$ cat src/rtl/simon_seq_core.sv
// Simon game core: LFSR-built sequence, timed playback, and player-press checking.
// Buttons are active-low and asynchronous. They are synchronised, then converted to falling-edge events.
module simon_seq_core #(
  parameter int          NUM_BTN        = 3,
  parameter int          MAX_LEN        = 15,
  parameter int          SHOW_CYCLES    = 50000000,
  parameter int          GAP_CYCLES     = 12500000,
  parameter int          TIMEOUT_CYCLES = 250000000,
  parameter logic [15:0] LFSR_SEED      = 16'hACE1,
  localparam int         SYM_W          = ($clog2(NUM_BTN) < 1) ? 1 : $clog2(NUM_BTN),
  localparam int         LEN_W          = $clog2(MAX_LEN + 1)
) (
  input  logic               clk,
  input  logic               rst,
  input  logic               start,
  input  logic [NUM_BTN-1:0] btn,
  output logic               show_valid,
  output logic [SYM_W-1:0]   show_sym,
  output logic [LEN_W-1:0]   level,
  output logic               in_wait,
  output logic               press_ok,
  output logic               win,
  output logic               lose
);

  // state    | meaning
  // IDLE     | waiting for start
  // ADD      | append one symbol, restart playback
  // SHOW_ON  | symbol idx displayed
  // SHOW_GAP | blank between symbols
  // WAIT_IN  | checking player presses
  // WIN/LOSE | result held until start
  typedef enum logic [2:0] {IDLE, ADD, SHOW_ON, SHOW_GAP, WAIT_IN, WIN, LOSE} state_t;

  localparam int ADDR_W = (MAX_LEN > 1) ? $clog2(MAX_LEN) : 1;
  localparam int T_MAX1 = (SHOW_CYCLES > GAP_CYCLES) ? SHOW_CYCLES : GAP_CYCLES;
  localparam int T_MAX  = (T_MAX1 > TIMEOUT_CYCLES) ? T_MAX1 : TIMEOUT_CYCLES;
  localparam int TMR_W  = $clog2(T_MAX + 1);
  localparam logic [TMR_W-1:0] SHOW_LAST = TMR_W'(SHOW_CYCLES - 1);
  localparam logic [TMR_W-1:0] GAP_LAST  = TMR_W'(GAP_CYCLES - 1);
  localparam logic [TMR_W-1:0] TO_LAST   = TMR_W'((TIMEOUT_CYCLES == 0) ? 0 : TIMEOUT_CYCLES - 1);
  localparam logic [15:0]      SEED      = (LFSR_SEED == 16'h0000) ? 16'hACE1 : LFSR_SEED;
  localparam logic [SYM_W:0]   NB_X      = (SYM_W + 1)'(NUM_BTN);

  state_t             state, state_nx;
  logic [LEN_W-1:0]   level_nx, idx, idx_nx;
  logic [TMR_W-1:0]   tmr, tmr_nx;
  logic [15:0]        lfsr;
  logic [NUM_BTN-1:0] sync1, sync2, prev, pe, exp_mask;
  logic [SYM_W-1:0]   seq_mem [2**ADDR_W];
  logic [SYM_W-1:0]   raw, sym_new, cur_sym, rd_sym;
  logic [SYM_W:0]     raw_x;
  logic               wr_en, ok_nx, last_sym;

  assign pe       = prev & ~sync2;
  assign raw      = lfsr[SYM_W-1:0];
  assign raw_x    = {1'b0, raw};
  assign sym_new  = (raw_x >= NB_X) ? SYM_W'(raw_x - NB_X) : raw;
  assign cur_sym  = seq_mem[idx[ADDR_W-1:0]];
  assign exp_mask = {{(NUM_BTN-1){1'b0}}, 1'b1} << cur_sym;
  assign last_sym = (idx == level - LEN_W'(1));

  always_comb begin
    state_nx = state;
    level_nx = level;
    idx_nx   = idx;
    tmr_nx   = '0;
    ok_nx    = 1'b0;
    wr_en    = 1'b0;
    case (state)
      IDLE, WIN, LOSE: begin
        if (start) begin
          state_nx = ADD;
          level_nx = '0;
        end
      end
      ADD: begin
        wr_en    = 1'b1;
        level_nx = level + LEN_W'(1);
        idx_nx   = '0;
        state_nx = SHOW_ON;
      end
      SHOW_ON: begin
        tmr_nx = tmr + TMR_W'(1);
        if (tmr == SHOW_LAST) state_nx = SHOW_GAP;
      end
      SHOW_GAP: begin
        tmr_nx = tmr + TMR_W'(1);
        if (tmr == GAP_LAST) begin
          if (last_sym) begin
            state_nx = WAIT_IN;
            idx_nx   = '0;
          end else begin
            state_nx = SHOW_ON;
            idx_nx   = idx + LEN_W'(1);
          end
        end
      end
      WAIT_IN: begin
        tmr_nx = tmr + TMR_W'(1);
        // A press in the expiry cycle wins over the timeout.
        if (pe != '0) begin
          if (pe == exp_mask) begin
            ok_nx = 1'b1;
            if (!last_sym) begin
              idx_nx = idx + LEN_W'(1);
              tmr_nx = '0;
            end else if (level == LEN_W'(MAX_LEN)) begin
              state_nx = WIN;
            end else begin
              state_nx = ADD;
            end
          end else begin
            state_nx = LOSE;
          end
        end else if (TIMEOUT_CYCLES != 0 && tmr == TO_LAST) begin
          state_nx = LOSE;
        end
      end
      default: state_nx = IDLE;
    endcase
    if (state_nx != state) tmr_nx = '0;
  end

  // The first symbol is shown the cycle after it is written, so bypass the memory.
  assign rd_sym = (wr_en && idx_nx[ADDR_W-1:0] == level[ADDR_W-1:0]) ? sym_new
                                                                     : seq_mem[idx_nx[ADDR_W-1:0]];

  always_ff @(posedge clk) begin
    if (rst) begin
      state      <= IDLE;
      level      <= '0;
      idx        <= '0;
      tmr        <= '0;
      lfsr       <= SEED;
      sync1      <= '1;
      sync2      <= '1;
      prev       <= '1;
      show_valid <= 1'b0;
      show_sym   <= '0;
      in_wait    <= 1'b0;
      press_ok   <= 1'b0;
      win        <= 1'b0;
      lose       <= 1'b0;
    end else begin
      state      <= state_nx;
      level      <= level_nx;
      idx        <= idx_nx;
      tmr        <= tmr_nx;
      lfsr       <= {lfsr[14:0], lfsr[15] ^ lfsr[13] ^ lfsr[12] ^ lfsr[10]};
      sync1      <= btn;
      sync2      <= sync1;
      prev       <= sync2;
      show_valid <= (state_nx == SHOW_ON);
      show_sym   <= (state_nx == SHOW_ON) ? rd_sym : '0;
      in_wait    <= (state_nx == WAIT_IN);
      press_ok   <= ok_nx;
      win        <= (state_nx == WIN);
      lose       <= (state_nx == LOSE);
    end
  end

  always_ff @(posedge clk) begin
    if (wr_en && !rst) seq_mem[level[ADDR_W-1:0]] <= sym_new;
  end

endmodule

$ cat config.mk
export PLATFORM = sky130hd
export DESIGN_NAME = simon_seq_core
export DESIGN_NICKNAME = d
export VERILOG_FILES = /design/src/rtl/simon_seq_core.sv
export SDC_FILE = /design/constraint.sdc
export NUM_CORES = 1
export LEC_CHECK = 0
export CORE_AREA = 5 5 98 100
export DETAILED_ROUTE_END_ITERATION = 10
export DIE_AREA = 0 0 103 105
export PLACE_DENSITY_LB_ADDON = 0.2
export SETUP_SLACK_MARGIN = 0.15
export SYNTH_ARGS = -nofsm -noshare
export SYNTH_HDL_FRONTEND = slang
export SYNTH_SLANG_ARGS = --single-unit
$ cat constraint.sdc
create_clock -name clk -period 4.7 [get_ports clk]
set_input_delay 0.705 -clock clk [delete_from_list [all_inputs] [get_ports clk]]
set_output_delay 0.705 -clock clk [all_outputs]
set_load 0.005 [all_outputs]
Word level (Yosys, flattened, before mapping)

Memory sizes are Yosys's and may differ from the RTL's. A register that Yosys moved wholly into a read port is not among the register bits.
Cells that the tools add are included.

$add $sub $neg: 5
$mul: 0
Divide/modulo/power cells: 0
Order comparisons: 1
Equal/unequal tests: 18
Shift-type cells: 1
Mux-type cells: 28
Bitwise logic cells: 8
Reduce and logical (&&, ||, !) cells: 11

Operator list:

| cell                                                   | count |
|---|---|
| two-way mux 28 bit                                     | 3 |
| one-hot mux 28 bit (2 select lines)                    | 1 |
| adder 28 x 1 -> 28 bit (second input constant)         | 1 |
| equality test 28 x 24 -> 1 bit (second input constant) | 1 |
| equality test 28 x 26 -> 1 bit (second input constant) | 1 |
| equality test 28 bit (second input constant)           | 1 |
| two-way mux 4 bit                                      | 7 |
| two-way mux 3 bit                                      | 9 |
| equality test 3 bit (second input constant)            | 6 |
| one-hot mux 3 bit (5 select lines)                     | 1 |
| one-hot mux 4 bit (3 select lines)                     | 1 |
| equality test 3 x 2 -> 1 bit (second input constant)   | 3 |
| adder 4 x 1 -> 4 bit (second input constant)           | 2 |
| one-hot mux 4 bit (2 select lines)                     | 1 |
| OR reduction 2 bit                                     | 3 |
| OR reduction 3 bit                                     | 2 |
| equality test 4 bit                                    | 1 |
| equality test 4 bit (second input constant)            | 1 |
| two-way mux 1 bit                                      | 4 |
| subtractor 4 x 1 -> 4 bit (second input constant)      | 1 |
| AND 3 bit                                              | 1 |
| equality test 3 x 1 -> 1 bit (second input constant)   | 1 |
| equality test 3 bit                                    | 1 |
| zero test 3 bit                                        | 1 |
| other kinds (14)                                       | 18 |

Register bits after elaboration: 69
Bits in latches: 0
RAM bits: 32
Bits in read-only memories: 0
Output and inout bits: 11
Word-level logic and storage cells: 86
Memories kept: 1

Memory list:

| memory  | depth | width | read ports | clocked after Yosys merged registers in | write ports | RTL line | source |
|---|---|---|---|---|---|---|---|
| seq_mem | 16    | 2     | 2          | 2                                       | 1           | 50       | `logic [SYM_W-1:0] seq_mem [2**ADDR_W];` |

Logic depth before layout (Yosys ltp)

Word-level depth: 9
Mapped depth: 17

Worst setup path after synthesis

Ideal clock, no wire load.

Kind: flip-flop to flip-flop
Start: register tmr[0]
End: register show_sym[0] (read register of seq_mem)
Arrival time: 3184 ps
Required time: 4616 ps
Slack: 1432 ps
Stages on the path, launching flop included: 14
Path buffers: 1
Period minus slack after synthesis: 3268 ps
Path through: dfxtp_1 > ha_1 > nand4_1 > or4_1 > nor4_1 > a21oi_1 > o21a_1 > a211oi_4 > buf_6 > mux2i_1 > mux2i_1 > mux2i_1 > mux2_2 > o31ai_2

Cells in the longest elaborated chain, start to end: 7

RTL lines:

| item                                | RTL line | source |
|---|---|---|
| start, declared                     | 47       | `logic [TMR_W-1:0] tmr, tmr_nx;` |
| start signal, assigned              | 149      | `tmr <= tmr_nx;` |
| equality test 28 bit                | 116      | `end else if (TIMEOUT_CYCLES != 0 && tmr == TO_LAST) begin` |
| two-way mux 3 bit                   | 116      |  |
| two-way mux 3 bit                   | 102      | `if (pe != '0) begin` |
| one-hot mux 3 bit (5 select lines)  | 70       | `case (state)` |
| equality test 3 x 2 -> 1 bit        | 155      | `show_sym <= (state_nx == SHOW_ON) ? rd_sym : '0;` |
| NOT 1 bit (no source line)          | -        |  |
| OR reduction 2 bit (no source line) | -        |  |
| end, declared                       | 18       | `output logic [SYM_W-1:0] show_sym,` |

Parallel ways exist; a longest one is shown, timed or not.
A chain may end at the register's enable or synchronous reset.

Worst setup path in the final report

Start: register idx[1]
End: register show_sym[0] (read register of seq_mem)

Cells in the longest elaborated chain, start to end: 8

RTL lines:

| item                                | RTL line | source |
|---|---|---|
| start, declared                     | 46       | `logic [LEN_W-1:0] level_nx, idx, idx_nx;` |
| start signal, assigned              | 148      | `idx <= idx_nx;` |
| equality test 4 bit                 | 61       | `assign last_sym = (idx == level - LEN_W'(1));` |
| two-way mux 3 bit                   | 105      | `if (!last_sym) begin` |
| two-way mux 3 bit                   | 103      | `if (pe == exp_mask) begin` |
| two-way mux 3 bit                   | 102      |  |
| one-hot mux 3 bit (5 select lines)  | 70       |  |
| equality test 3 x 2 -> 1 bit        | 155      |  |
| NOT 1 bit (no source line)          | -        |  |
| OR reduction 2 bit (no source line) | -        |  |

Parallel ways exist; a longest one is shown, timed or not.

==> run_results.csv <==
group,metric,value,unit
sta,worst_pin_slew,1140,ps
clock_network,clockRootBuffer,"clkbuf_8",
cells_and_area,nNetsFinal,529,
floorplan,core_area,0.00859,mm2
floorplan,die_area,0.0108,mm2
route,drtIter0Drc,150,
clock_network,cts_buffers,9,
sta,slew_violations,0,
critical_path,crit_type,"flop to flop",
min_path,min_path_type,"flop to flop",
floorplan,initial_utilization,58.7,%
sta,max_freq,251,MHz
global_routing,grt_pass1_vias,3467,
route,vias,3609,
critical_path,cp.arrival,4300,ps
clock_network,post-cts-setup-buffers,0,
floorplan,rows,34,
cells_and_area,areaGrowthSynthToFinish,8.13,%
synthesis,synth-main-ff-cell,"dfxtp_1",
synthesis,syn_avg_cell_area,10.1,um2
critical_path,cp.required,5010,ps
synthesis,ys_async_sr_fraction,0,%
synthesis,ys_seq_area_share,47.2,%
placement,hpwl,7490,um
global_routing,grt_pass1_wl,17500,um
critical_path,crit_path_cell_trace,"mux2i_1, mux4_2, a22oi_2, o2bb2ai_4, a21oi_4, nor2_2, a211oi_4, mux2i_1, mux2i_1, mux2i_1, mux2_2, o31ai_2",
synthesis,syn_nets,514,
synthesis,synth_top_cell_by_area,"dfxtp_1",
critical_path,crit_family,"compound AO/OA/AOI/OAI gates",
sta,fin_crit_sh,84.9,%
clock_network,clkTransAtPathRegs,100,ps
global_routing,grt_antenna_before_repair,0,
synthesis,synthCells,500,
global_routing,grt_max_degree,40,
outcome,status,"finished, final reports clean",
route,routed_wl,10400,um
critical_path,slowest_delay,780,ps
cells_and_area,final_cells,628,
critical_path,worstPathMaxFanout,13,
route,wl_per_cell,16.6,um
floorplan,fp.dieW,103,um
pwr,power,0.00159,W
sta,clock_skew,8.70,ps
synthesis,synthTopCellsByArea,"dfxtp_1 (28%), edfxtp_1 (19%), mux2i_1 (7.5%)",
synthesis,netlist.area_leader.share,28.2,%
global_routing,grtUsageMet1,30.9,%
sta,hold_viol_final,0,
cells_and_area,utilization,63.5,%
sta,setup_violations,0,
placement,gp_congestion,0.932,
global_routing,track_usage,20.9,%
global_routing,top_usage_layer,"met1",
critical_path,cp_num_buf_inv,0,
critical_path,crit_top_cell,"mux2i_1",
placement,portBuffers,16,
clock_network,clock-sinks,103,
floorplan,die_y,105,um
placement,place_inst,612,
critical_path,crit_slowest_cell,"dfxtp_1",
floorplan,io_pins,17,
route,remaining_drc_errors,0,
synthesis,yosys_register_bits,103,
route,antenna_left,0,
sta,relSlewSlack,24.0,%
synthesis,yosysUniqueCellTypes,66,
critical_path,worstSetupStartpointType,"flop",
synthesis,synth_area,0.00504,mm2
clock_network,worst_skew_pair.late_latency,380,ps
global_routing,met2_usage,29.5,%
clock_network,ctsResizeCount,0,
flow_run,cap_viol_max_count,0,
route,drtPass1Iterations,4,
critical_path,worst_setup_path_end_kind,"flop",
sta,setup_tns,0,ps
synthesis,synth_warnings,0,
clock_network,h-tree-depth,3,
pwr,leakage,1.82,nW
pwr,powerDensity,291,mW/mm2
clock_network,hold_buffers,0,
cells_and_area,diodes,0,
global_routing,grt_overflow,0,
sta,rsz0062_at_grt,"no",
clock_network,cts_tree,"done",
route,via_per_inst,5.75,
clock_network,clockBufferDepth,2,
synthesis,synth-edff-count,32,
cells_and_area,drive_gt1_share,10.8,%
sta,min_period,3990,ps
pwr,ir_drop,0.165,mV
global_routing,use_met3,4.86,%
layout by cell type, fill, tap and decap left out, drive strengths merged, types with 4 or more instances in the layout:
master         instances
dfxtp                 71
nor2                  71
mux2i                 38
edfxtp                32
nand2                 31
xor2                  28
nor2b                 20
or2                   17
clkdlybuf4s50         16
inv                   16
nand3                 15
a21oi                 15
nor3                  13
o21ai                 12
xnor2                 11
nand4                 11
clkbuf                 9
nand2b                 8
ha                     8
and2                   5
buf                    5
and4                   4
nor4                   4
mux4                   4
a31oi                  4
synthesized netlist by cell type (3+ instances only):
library cell	count
or4_1	3
buf_6	3
or2_2	16
a21oi_1	14
a31oi_1	4
ha_1	8
or3_1	3
nand2b_1	8
edfxtp_1	32
nor4_1	4
nor3_1	13
and2_1	5
and3_1	3
o21ai_0	10
inv_1	8
mux4_2	4
nand4_1	11
nor2_1	70
xnor2_1	11
nand4b_1	3
mux2i_1	38
inv_2	3
and4_1	4
nor2b_1	20
xor2_1	28
nand3_1	15
clkbuf_1	10
dfxtp_1	71
nand2_1	31
flip-flops by register name (all words and copies together) (netlist names):
register	cells
level	4
prev	3
tmr	28
sync2	3
state	3
in_wait	1
idx	4
seq_mem	32
sync1	3
lose	1
show_sym	2
lfsr	16
press_ok	1
win	1
show_valid	1
worst paths after layout:
| check | startpoint | endpoint | slack, ps | cells past startpoint |
|---|---|---|---|---|
| worst max-delay path | idx[1] | show_sym[0] | 710 | 12 |
| worst min-delay path | lfsr[9] | lfsr[10] | 420 | 1 |
| worst max register to register | idx[1] | show_sym[0] | 710 | 12 |
| worst min register to register | lfsr[9] | lfsr[10] | 420 | 1 |
through the flow:
stage               area [um2]  worst slack (ps)  hold slack (ps)
finish                    5460               710              418
floorplan                 5040              1430              389
global placement          5270               753              395
CTS                       5460               698              420
detailed placement        5270               715              395
global route              5460               370              428
power breakdown:
group	leakage (nW)	internal (W)	switching [W]	total, W
Clock	0.0891	0.000202	0.000326	0.000528
Combinational	0.858	0.0000437	0.0000628	0.000107
Sequential	0.871	0.000941	0.0000135	0.000955
kinds of logic after synthesis:
group,after synthesis,share of synthesized area [%]
fa+ha+maj,8,1.98
compound gates,57,8.66
mux,45,10.1
buf+inv,28,2.90
xor+xnor,39,6.77
simple gates,220,22.4
flops,103,47.2
cell type report:
class                      count  area [um2]
sequential                   103        2380
inverter                      11        41.3
fill                         729        3140
tap                          108         135
timing repair buffer          21         198
clock buffer                   9         124
multi-input combinational    369        2520
clock inverter                 7        58.8
layer usage:
| layer | routed length (um) | vias to the layer above | part of all wire (%) |
|---|---|---|---|
| li1 | - | 1800 | - |
| met1 | 5130 | 1694 | 49 |
| met2 | 4510 | 95 | 43 |
| met3 | 567 | 20 | 5.4 |
| met4 | 232 | 0 | 2.2 |
| met5 | 0 | - | 0 |
No activity file was read; power rests on OpenSTA's default activity.
